$ cat config.mk
export PLATFORM = sky130hd
export DESIGN_NAME = vga_timing_gen
export DESIGN_NICKNAME = d
export VERILOG_FILES = /design/src/rtl/vga_timing_pkg.sv /design/src/rtl/vga_timing_axis.sv /design/src/rtl/vga_timing_gen.sv
export SDC_FILE = /design/constraint.sdc
export NUM_CORES = 1
export LEC_CHECK = 0
export CAP_MARGIN = 20
export CORE_MARGIN = 5
export CORE_UTILIZATION = 44
export CTS_BUF_LIST = sky130_fd_sc_hd__clkbuf_2 sky130_fd_sc_hd__clkbuf_4 sky130_fd_sc_hd__clkbuf_8
export DETAILED_ROUTE_END_ITERATION = 10
export PLACE_DENSITY = 0.69
export SKIP_CTS_REPAIR_TIMING = 1
export SLEW_MARGIN = 0
export SYNTH_ARGS = -nofsm -noshare
export SYNTH_HDL_FRONTEND = slang
export SYNTH_HIERARCHICAL = 1
export SYNTH_SLANG_ARGS = --single-unit
$ cat constraint.sdc
create_clock -name clk -period 5.05 [get_ports clk]
set_clock_uncertainty 0.2 [all_clocks]
set_input_delay 1.01 -clock clk [delete_from_list [all_inputs] [get_ports clk]]
set_output_delay 1.01 -clock clk [all_outputs]
set_load 0.02 [all_outputs]
$ cat src/rtl/vga_timing_pkg.sv
// Shared constants for the VGA timing generator: 640x480@60 defaults,
// sync polarity names and a helper that sums an axis into its total length.
package vga_timing_pkg;

   localparam int SYNC_NEG = 0;
   localparam int SYNC_POS = 1;

   localparam int DEF_H_VIS  = 640;
   localparam int DEF_H_FP   = 16;
   localparam int DEF_H_SYNC = 96;
   localparam int DEF_H_BP   = 48;
   localparam int DEF_V_VIS  = 480;
   localparam int DEF_V_FP   = 10;
   localparam int DEF_V_SYNC = 2;
   localparam int DEF_V_BP   = 33;
   localparam int DEF_H_TAP  = 264;

   function automatic int totalOf(input int vis, input int fp, input int sync, input int bp);
      return vis + fp + sync + bp;
   endfunction

endpackage

$ cat src/rtl/vga_timing_axis.sv
// One timing axis: a wrapping position counter plus registered sync/visible/wrap
// flags decoded from the next count, so every flag lines up with cnt.
module vga_timing_axis
   import vga_timing_pkg::*;
#(
   parameter int VIS  = DEF_H_VIS,
   parameter int FP   = DEF_H_FP,
   parameter int SYNC = DEF_H_SYNC,
   parameter int BP   = DEF_H_BP,
   parameter int POL  = SYNC_NEG,
   parameter int W    = 10
) (
   input  logic         clk,
   input  logic         reset_n,
   input  logic         adv,
   output logic [W-1:0] cnt,
   output logic         sync,
   output logic         vis,
   output logic         wrap
);

   localparam int TOTAL = totalOf(VIS, FP, SYNC, BP);

   // BP >= 1 guarantees the sync end boundary still fits in W bits
   if (FP < 1 || SYNC < 1 || BP < 1 || TOTAL > (1 << W)) begin : g_badParams
      $fatal(1, "vga_timing_axis: zero porch/sync width or W too small for total");
   end

   localparam logic [W-1:0] LAST    = W'(TOTAL - 1);
   localparam logic [W-1:0] SYNC_LO = W'(VIS + FP);
   localparam logic [W-1:0] SYNC_HI = W'(VIS + FP + SYNC);
   localparam logic [W-1:0] VIS_END = W'(VIS);
   localparam logic         SYNC_ON = (POL != 0);

   logic [W-1:0] r_cnt;
   logic         r_sync;
   logic         r_vis;
   logic         r_wrap;
   logic [W-1:0] w_next;

   always_comb begin
      w_next = (r_cnt == LAST) ? '0 : r_cnt + W'(1);
   end

   // Reset parks the axis on its last position, inside the back porch
   always_ff @(posedge clk or negedge reset_n) begin
      if (!reset_n) begin
         r_cnt  <= LAST;
         r_sync <= ~SYNC_ON;
         r_vis  <= 1'b0;
         r_wrap <= 1'b1;
      end else if (adv) begin
         r_cnt  <= w_next;
         r_sync <= (w_next >= SYNC_LO && w_next < SYNC_HI) ? SYNC_ON : ~SYNC_ON;
         r_vis  <= (w_next < VIS_END);
         r_wrap <= (w_next == LAST);
      end
   end

   assign cnt  = r_cnt;
   assign sync = r_sync;
   assign vis  = r_vis;
   assign wrap = r_wrap;

endmodule

$ cat src/rtl/vga_timing_gen.sv
// Horizontal + vertical video timing generator with pixel enable, coordinates,
// a programmable horizontal tap pulse and line/frame markers.
module vga_timing_gen
   import vga_timing_pkg::*;
#(
   parameter int H_VIS  = DEF_H_VIS,
   parameter int H_FP   = DEF_H_FP,
   parameter int H_SYNC = DEF_H_SYNC,
   parameter int H_BP   = DEF_H_BP,
   parameter int V_VIS  = DEF_V_VIS,
   parameter int V_FP   = DEF_V_FP,
   parameter int V_SYNC = DEF_V_SYNC,
   parameter int V_BP   = DEF_V_BP,
   parameter int HS_POL = SYNC_NEG,
   parameter int VS_POL = SYNC_NEG,
   parameter int H_TAP  = DEF_H_TAP,
   parameter int X_W    = 10,
   parameter int Y_W    = 10
) (
   input  logic           clk,
   input  logic           reset_n,
   input  logic           pix_en,
   output logic           hsync,
   output logic           vsync,
   output logic           hblank_n,
   output logic           vblank_n,
   output logic           de,
   output logic [X_W-1:0] x,
   output logic [Y_W-1:0] y,
   output logic           h_tap,
   output logic           line_end,
   output logic           frame_start
);

   localparam int H_TOTAL = totalOf(H_VIS, H_FP, H_SYNC, H_BP);

   // An out-of-range tap is disabled outright rather than aliased by truncation
   localparam logic           TAP_EN       = (H_TAP >= 0 && H_TAP < H_TOTAL);
   localparam logic [X_W-1:0] TAP_VAL      = TAP_EN ? X_W'(H_TAP) : '0;
   localparam logic           TAP_AT_RESET = TAP_EN && (H_TAP == H_TOTAL - 1);
   localparam logic [X_W-1:0] H_VIS_END    = X_W'(H_VIS);
   localparam logic [Y_W-1:0] V_VIS_END    = Y_W'(V_VIS);

   logic [X_W-1:0] w_hCnt;
   logic [Y_W-1:0] w_vCnt;
   logic           w_hWrap;
   logic           w_vWrap;
   logic           w_hVis;
   logic           w_vVis;
   logic           w_vAdv;
   logic [X_W-1:0] w_hNext;
   logic [Y_W-1:0] w_vNext;

   logic           r_hTap;
   logic           r_frameStart;
   logic           r_de;

   assign w_vAdv = pix_en & w_hWrap;

   vga_timing_axis #(
      .VIS (H_VIS), .FP (H_FP), .SYNC (H_SYNC), .BP (H_BP), .POL (HS_POL), .W (X_W)
   ) u_hAxis (
      .clk (clk), .reset_n (reset_n), .adv (pix_en),
      .cnt (w_hCnt), .sync (hsync), .vis (w_hVis), .wrap (w_hWrap)
   );

   vga_timing_axis #(
      .VIS (V_VIS), .FP (V_FP), .SYNC (V_SYNC), .BP (V_BP), .POL (VS_POL), .W (Y_W)
   ) u_vAxis (
      .clk (clk), .reset_n (reset_n), .adv (w_vAdv),
      .cnt (w_vCnt), .sync (vsync), .vis (w_vVis), .wrap (w_vWrap)
   );

   // Mirror of the axes' next positions, used to register the top-level decodes
   always_comb begin
      w_hNext = w_hWrap ? '0 : w_hCnt + X_W'(1);
      w_vNext = w_vCnt;
      if (w_hWrap) begin
         w_vNext = w_vWrap ? '0 : w_vCnt + Y_W'(1);
      end
   end

   always_ff @(posedge clk or negedge reset_n) begin
      if (!reset_n) begin
         r_hTap       <= TAP_AT_RESET;
         r_frameStart <= 1'b0;
         r_de         <= 1'b0;
      end else if (pix_en) begin
         r_hTap       <= TAP_EN && (w_hNext == TAP_VAL);
         r_frameStart <= (w_hNext == '0) && (w_vNext == '0);
         r_de         <= (w_hNext < H_VIS_END) && (w_vNext < V_VIS_END);
      end
   end

   assign hblank_n    = w_hVis;
   assign vblank_n    = w_vVis;
   assign de          = r_de;
   assign x           = w_hCnt;
   assign y           = w_vCnt;
   assign h_tap       = r_hTap;
   assign line_end    = w_hWrap;
   assign frame_start = r_frameStart;

endmodule

==> results of run 1 <==
[kinds of logic (layout without fill, tap and decap cells)]
kind of cell	count (synthesis)	count (layout)
AOI/OAI and AO/OA	60	60
xor gates and xnor gates	22	22
buffers and inverters	31	54
and+or+nand+nor	130	130
adders and majority gates	6	6
muxes	10	10
DFF	29	29
[per-layer routing]
layer  vias to the layer above  wire [um]  global-route usage, %
li1                       1104          -                      -
met2                        52       2780                   25.8
met3                         2        264                   3.30
met4                         0         19                   3.45
met5                         -          0                      0
met1                      1070       2990                   25.2
[how the worst min path moves through the flow]
stage,from,end,slack [ps],cells after the start
4_1_cts,h_tap$_DFFE_PN0P_,h_tap$_DFFE_PN0P_,290,1
6_report,h_tap$_DFFE_PN0P_,h_tap$_DFFE_PN0P_,280,1
5_1_grt,h_tap$_DFFE_PN0P_,h_tap$_DFFE_PN0P_,310,1
2_1_floorplan,u_hAxis/sync$_DFFE_PN1P_,u_hAxis/sync$_DFFE_PN1P_,350,2
3_5_place_dp,h_tap$_DFFE_PN0P_,h_tap$_DFFE_PN0P_,270,1
3_3_place_gp,h_tap$_DFFE_PN0P_,h_tap$_DFFE_PN0P_,280,1
[final cells by class]
class / count / share of cell area (%)
Sequential cell: 29 / 25.8
Tap cell: 72 / 3.12
Timing Repair Buffer: 33 / 11.2
Multi-Input combinational cell: 228 / 55.2
Clock buffer: 5 / 2.39
Inverter: 13 / 1.69
Clock inverter: 3 / 0.607
[report_power, final]
group | switching [mW] | internal, mW | total, mW
clock | 0.0954 | 0.0950 | 0.190
combinational | 0.148 | 0.136 | 0.285
sequential | 0.106 | 0.275 | 0.381
[per-stage QoR]
step                worst slack [ps]  hold slack [ps]  area (um2)
global route                    2020              308        2890
floorplan                       2680              347        2500
finish                          2130              279        2890
CTS                             2120              286        2890
global placement                1870              275        2800
detailed placement              1860              271        2800
[placed cells by master (no fill, tap or decap), types with 3 or more instances in the layout]
master           count
nor2_1              22
a22o_1               3
mux2i_1              9
or3_1                3
dfstp_2             14
xnor2_1             17
and2_1               4
o21ai_0             12
buf_4                3
a21oi_1              7
nor4_1               5
o22ai_1              4
clkdlybuf4s50_1     30
nor3_1               5
a21o_1               3
o31ai_1              4
dfrtp_1             15
ha_1                 6
nand4_1              9
nor2b_1              3
nand3_1             18
a31oi_1              7
nand2_1             26
xor2_1               5
clkbuf_8             5
and3_1               5
inv_1               13
==> metrics.md, run 1 <==
| Metric | Value |
|---|---|
| Status | `completed` |
| Core area | `between 5000 and 6000 um2` |
| CTS tree | `done` |
| Residual DRC | `0` |
| Reg2Reg Setup Slack | `around 2600 ps` |
| Max_cap viols | `0` |
| Final Util | `around 52%` |
| Fillers | `526` |
| Tmin final | `2920 ps` |
| Leakage power | `approximately 1.1 nW` |
| Area delta synth->final | `15.6%` |
| Clock Tree Root | `clkbuf_8` |
| Fin. Hold Viols | `0` |
| Pre-antenna DRT Iters | `4` |
| Die X | `around 85 um` |
| VDD IR max | `approximately 210 uV` |
| Synth Area in Adders | `approximately 3%` |
| I/O pin count | `31` |
| CTS Buf Count | `5` |
| Non-filler cells, final | `383` |
| Period utilisation layout | `57.9%` |
| Routed WL | `~6100 um` |
| Post-synthesis mux area share | `4.06%` |
| Synth area leaders | `dfrtp_1, dfstp_2, xnor2_1` |
| First-pass GRT wire length | `slightly above 10000 um` |
| HPWL after detailed placement | `around 4200 um` |
| Die area | `7280 um2` |
| Hold crit path type | `reg -> reg` |
| Highest Clock Rate | `about 0.34 GHz` |
| Reg2reg start | `u_vAxis/cnt[0]$_DFFE_PN0P_` |
| WP depth | `1` |
| # diodes | `0` |
| GPL Wtd Cong | `0.820` |
| Final global-route overflow total | `0` |
| Initial Util | `between 40% and 50%` |
| Number of global-route vias before repair | `roughly 2100` |
| Least-Margin Pin Slew | `584 ps` |
| Largest net degree at the start of global routing | `30` |
| Final antenna-violating net count | `0` |
| H-tree depth | `2` |
| Final Max Slew Viols | `0` |
| Worst EP required | `roughly 3800 ps` |
| Worst-path clk slew | `70 ps` |
| Multi-input gate area | `about 1600 um2` |
| Area leader, netlist | `dfrtp_1` |
| TritonCTS Sinks | `29` |
| Largest family of logic cells by synthesized area | `simple AND/OR/NAND/NOR gates` |
| GRT Util Overall | `between 10% and 20%` |
| Post-Synth XOR/XNOR Area | `7.72%` |
| Routed wire length per instance | `~16 um` |
| Worst path slowest cell | `dfrtp_1` |
| Placed cells | `375` |
| CP delay by family, top | `flip-flops` |
| Worst skew pair latency | `280 ps` |
| PortBufs | `30` |
| Asr flop ratio synth | `100%` |
| Post-synth top flop | `dfrtp_1` |
| Top-count cell post-synth | `nand2_1` |
| Drt initial violations | `192` |
| Number of synthesized flops with an enable pin | `0` |
| Post-synthesis compound-gate area fraction | `approximately 17%` |
| CP max FO | `14` |
| Synth Net Count | `297` |
| CP Capture Point | `x[6]` |
| Final setup viols | `0` |
| Final Power | `about 0.86 mW` |
| Yosys cell types | `66` |
| Crit path DAT | `roughly 1700 ps` |
| Worst setup EP type | `output port` |
| Mapped cell area | `roughly 2500 um2` |
| Buf/Inv on CP | `1` |
| Yosys warns | `6` |
| RSZ-0062 raised after global routing | `no` |
| Worst setup path startpoint | `u_hAxis/cnt[6]$_DFFE_PN0P_` |
| Max incr delay on CP | `just over 700 ps` |
| Die Height | `~85 um` |
| RR Endpoint | `u_vAxis/sync$_DFFE_PN1P_` |
| TNS Setup | `0 ps` |
| Final nets | `between 300 and 400` |
| Syn Inst Count | `roughly 290` |
| Max clock buf depth | `2` |
| Row Count | `27` |
| CP startpoint kind | `flip-flop` |
| Worst r2r path cells | `6` |
| Pwr/cell area | `roughly 300 nW/um2` |
| Seq/Total Area, Yosys | `between 20 and 30%` |
| CP cell instances | `clkdlybuf4s50_1` |
| Fraction of layout cells with a size suffix above 1 | `14.8%` |
| Vias | `approximately 2200` |
| Slew HR | `between 60% and 70%` |
| Via density | `approximately 5.8` |
| WS Path Type | `reg -> out` |
| Post-synthesis average cell area | `~8.7 um2` |
| Sequential Area | `743 um2` |
| #FFs+latches synth | `29` |
| Share of the synthesized area in the top cell type | `around 15%` |
| Synth Area in Simple Gates | `a little under a third` |
| Initial antenna violation count | `0` |
| Most instantiated cells after synthesis | `nand2_1, nor2_1, nand3_1, xnor2_1, dfrtp_1` |
Power figures use the tool's default switching activity.
==> run 2: changes to the inputs <==
--- a/config.mk
+++ b/config.mk
@@ -10,7 +10,7 @@
 export CORE_UTILIZATION = 44
 export CTS_BUF_LIST = sky130_fd_sc_hd__clkbuf_2 sky130_fd_sc_hd__clkbuf_4 sky130_fd_sc_hd__clkbuf_8
 export DETAILED_ROUTE_END_ITERATION = 10
-export PLACE_DENSITY = 0.69
+export PLACE_DENSITY = 0.71
 export SKIP_CTS_REPAIR_TIMING = 1
 export SLEW_MARGIN = 0
 export SYNTH_ARGS = -nofsm -noshare
==> constraint.sdc (replaced) <==
create_clock -name clk -period 2.4 [get_ports clk]
set_clock_uncertainty 0.2 [all_clocks]
set_input_delay 0.48 -clock clk [delete_from_list [all_inputs] [get_ports clk]]
set_output_delay 0.48 -clock clk [all_outputs]
set_load 0.02 [all_outputs]
==> run 2 against run 1 <==
Sequential cell count did not move. Register-to-register slack got worse by 2500 ps. Total power rose by 120%. Largest cell class unchanged.
==> metrics.md, run 2 (synthesis gave the netlist of run 1 again) <==
| Metric | Value |
|---|---|
| Highest Clock Rate | `0.429 GHz` |
| Residual DRC | `0 (unchanged)` |
| Crit path DAT | `1650 ps (-60 ps)` |
| CTS tree | `done` |
| Initial Util | `45.3% (unchanged)` |
| Fin. Hold Viols | `0 (unchanged)` |
| Slew HR | `70.5% (+9.4 points)` |
| Final Power | `1.89 mW (+120%)` |
| Worst path slowest cell | `clkdlybuf4s50_1` |
| Buf/Inv on CP | `2 (+1)` |
| Area delta synth->final | `21.4%` |
| Die area | `7280 um2 (unchanged)` |
| Tmin final | `about 2300 ps` |
| Via density | `5.86 (+0.65%)` |
| CP startpoint kind | `flip-flop` |
| Worst EP required | `1720 ps (-2120 ps)` |
| Vias | `2342 (+5.1%)` |
| Fraction of layout cells with a size suffix above 1 | `19.5% (+4.7 points)` |
| Number of global-route vias before repair | `2153 (+3.6%)` |
| Largest net degree at the start of global routing | `30 (unchanged)` |
| H-tree depth | `2 (unchanged)` |
| CP max FO | `8 (-6)` |
| Hold Startpoint | `h_tap$_DFFE_PN0P_` |
| PortBufs | `30 (unchanged)` |
| DP Area | `2930 um2 (+4.6%)` |
| Max incr delay on CP | `620 ps (-100 ps)` |
| Most frequent cells in the layout | `clkdlybuf4s50_1, nand2_1, nor2_1` |
| GPL Wtd Cong | `0.902 (+9.9%)` |
| Period utilisation layout | `a little over nine tenths` |
| Worst setup EP type | `output port` |
| TNS Setup | `0 ps (unchanged)` |
| Routed WL | `6210 um (+2.6%)` |
| Max clock buf depth | `2 (unchanged)` |
| Drt initial violations | `199 (+3.6%)` |
| Die Height | `85.3 um (unchanged)` |
| Status | `completed` |
| Pre-antenna DRT Iters | `5 (+1)` |
| Pwr/cell area | `623 nW/um2 (+110%)` |
| Initial antenna violation count | `0 (unchanged)` |
| WS Path Type | `reg -> out` |
| Core area | `5510 um2 (unchanged)` |
| First-pass GRT wire length | `10600 um (+2.7%)` |
| HPWL after detailed placement | `4520 um (+8.9%)` |
| RR Endpoint | `frame_start$_DFFE_PN0P_` |
| Worst-path clk slew | `60 ps (about the same)` |
| RSZ-0062 raised after global routing | `no` |
| Die X | `85.3 um (unchanged)` |
| GRT Util Overall | `17.5% (+0.38 points)` |
| Worst skew pair latency | `270 ps (about the same)` |
| Routed wire length per instance | `15.5 um (-1.8%)` |
| VDD IR max | `480 uV (+130%)` |
| TritonCTS Sinks | `29 (unchanged)` |
| Commonest non-fill, non-tap cell in the layout | `clkdlybuf4s50_1` |
| Hold crit path type | `reg -> reg` |
| Post-Layout Inst Area | `3030 um2 (+5.0%)` |
| Final global-route overflow total | `0 (unchanged)` |
| CP cell instances | `buf_4 -> clkdlybuf4s50_1` |
| Final Max Slew Viols | `0 (unchanged)` |
| Hold depth | `1 (unchanged)` |
| Clock Tree Root | `clkbuf_8` |
| Hold path endpoint | `h_tap$_DFFE_PN0P_` |
| Leakage power | `1.18 nW (+9.1%)` |
| Final antenna-violating net count | `0 (unchanged)` |
| CTS Buf Count | `5 (unchanged)` |
| Final nets | `336 (+5.3%)` |
| Least-Margin Pin Slew | `437 ps (-147 ps)` |
| I/O pin count | `31 (unchanged)` |
| Row Count | `27 (unchanged)` |
| CP delay by family, top | `buffers and inverters` |
| Final setup viols | `0 (unchanged)` |
| Reg2reg start | `u_vAxis/cnt[3]$_DFFE_PN1P_` |
| Worst r2r path cells | `7 (+1)` |
| # diodes | `0 (unchanged)` |
| Reg2Reg Setup Slack | `160 ps (-2460 ps)` |
| Max_cap viols | `0 (unchanged)` |
## run 2: changes by cell type in the layout (fill, tap and decap cells not counted)
cell        before  now
dfrtp_2          0    1
buf_4            3   20
clkinvlp_4       1    0
clkbuf_8         5    7
dfrtp_1         15   14
clkinv_2         2    1
## run 2: worst max path at each step
stage	endpoint	startpoint	depth (start not counted)
floorplan	u_vAxis/sync$_DFFE_PN1P_	u_vAxis/cnt[3]$_DFFE_PN1P_	5
global placement	u_vAxis/sync$_DFFE_PN1P_	pix_en	6
detailed placement	u_vAxis/sync$_DFFE_PN1P_	pix_en	6
CTS	y[3]	u_vAxis/cnt[3]$_DFFE_PN1P_	2
global route	y[3]	u_vAxis/cnt[3]$_DFFE_PN1P_	2
finish	y[3]	u_vAxis/cnt[3]$_DFFE_PN1P_	2
## run 2: worst reg2reg max path, delay by kind of cell, from the launching register on
kind,cells,cell delay [ps]
and+or+nand+nor,3,690
DFF,1,590
AOI/OAI and AO/OA,2,320
muxes,1,200
buffers and inverters,1,170
## run 2: per-layer routing
metal / GRT usage, % / wire (um) / up-vias
li1: - / - / 1137
met1: 24.9 / 2940 / 1125
met3: 2.72 / 311 / 6
met2: 27.6 / 2890 / 74
met4: 4.32 / 64 / 0
met5: 0 / 0 / -
## run 2: through the flow
stage / util (%) / instances / hold WS [ps] / setup WS, ps
detailed placement: 53.1 / 392 / 294 / 154
global placement: 53.1 / 392 / 264 / 150
finish: 55.0 / 400 / 292 / 66.9
global route: 55.0 / 400 / 324 / 12.9
floorplan: - / 288 / -15.6 / 86.1
CTS: 55.0 / 400 / 308 / 45.6
## run 2: power breakdown
part / internal (mW) / switching, mW
Clock: 0.259 / 0.177
Combinational: 0.317 / 0.378
Sequential: 0.580 / 0.177
## run 2: final cells by class
cell class,count,area (um2)
fillers,488,2480
flip-flops and latches,29,744
well taps,72,90.1
clock inverters,1,5.00
inverters,13,48.8
multi-input cells,228,1590
clock buffers,7,96.3
repair buffers,50,450
==> run 3: changes to the inputs <==
--- a/config.mk
+++ b/config.mk
@@ -9,9 +9,9 @@
 export CORE_MARGIN = 5
 export CORE_UTILIZATION = 44
 export CTS_BUF_LIST = sky130_fd_sc_hd__clkbuf_2 sky130_fd_sc_hd__clkbuf_4 sky130_fd_sc_hd__clkbuf_8
+export CTS_CLUSTER_SIZE = 24
 export DETAILED_ROUTE_END_ITERATION = 10
 export PLACE_DENSITY = 0.71
-export SKIP_CTS_REPAIR_TIMING = 1
 export SLEW_MARGIN = 0
 export SYNTH_ARGS = -nofsm -noshare
 export SYNTH_HDL_FRONTEND = slang
==> results of run 3 <==
No change in the layout: final DEF, timing and power equal those of run 2.
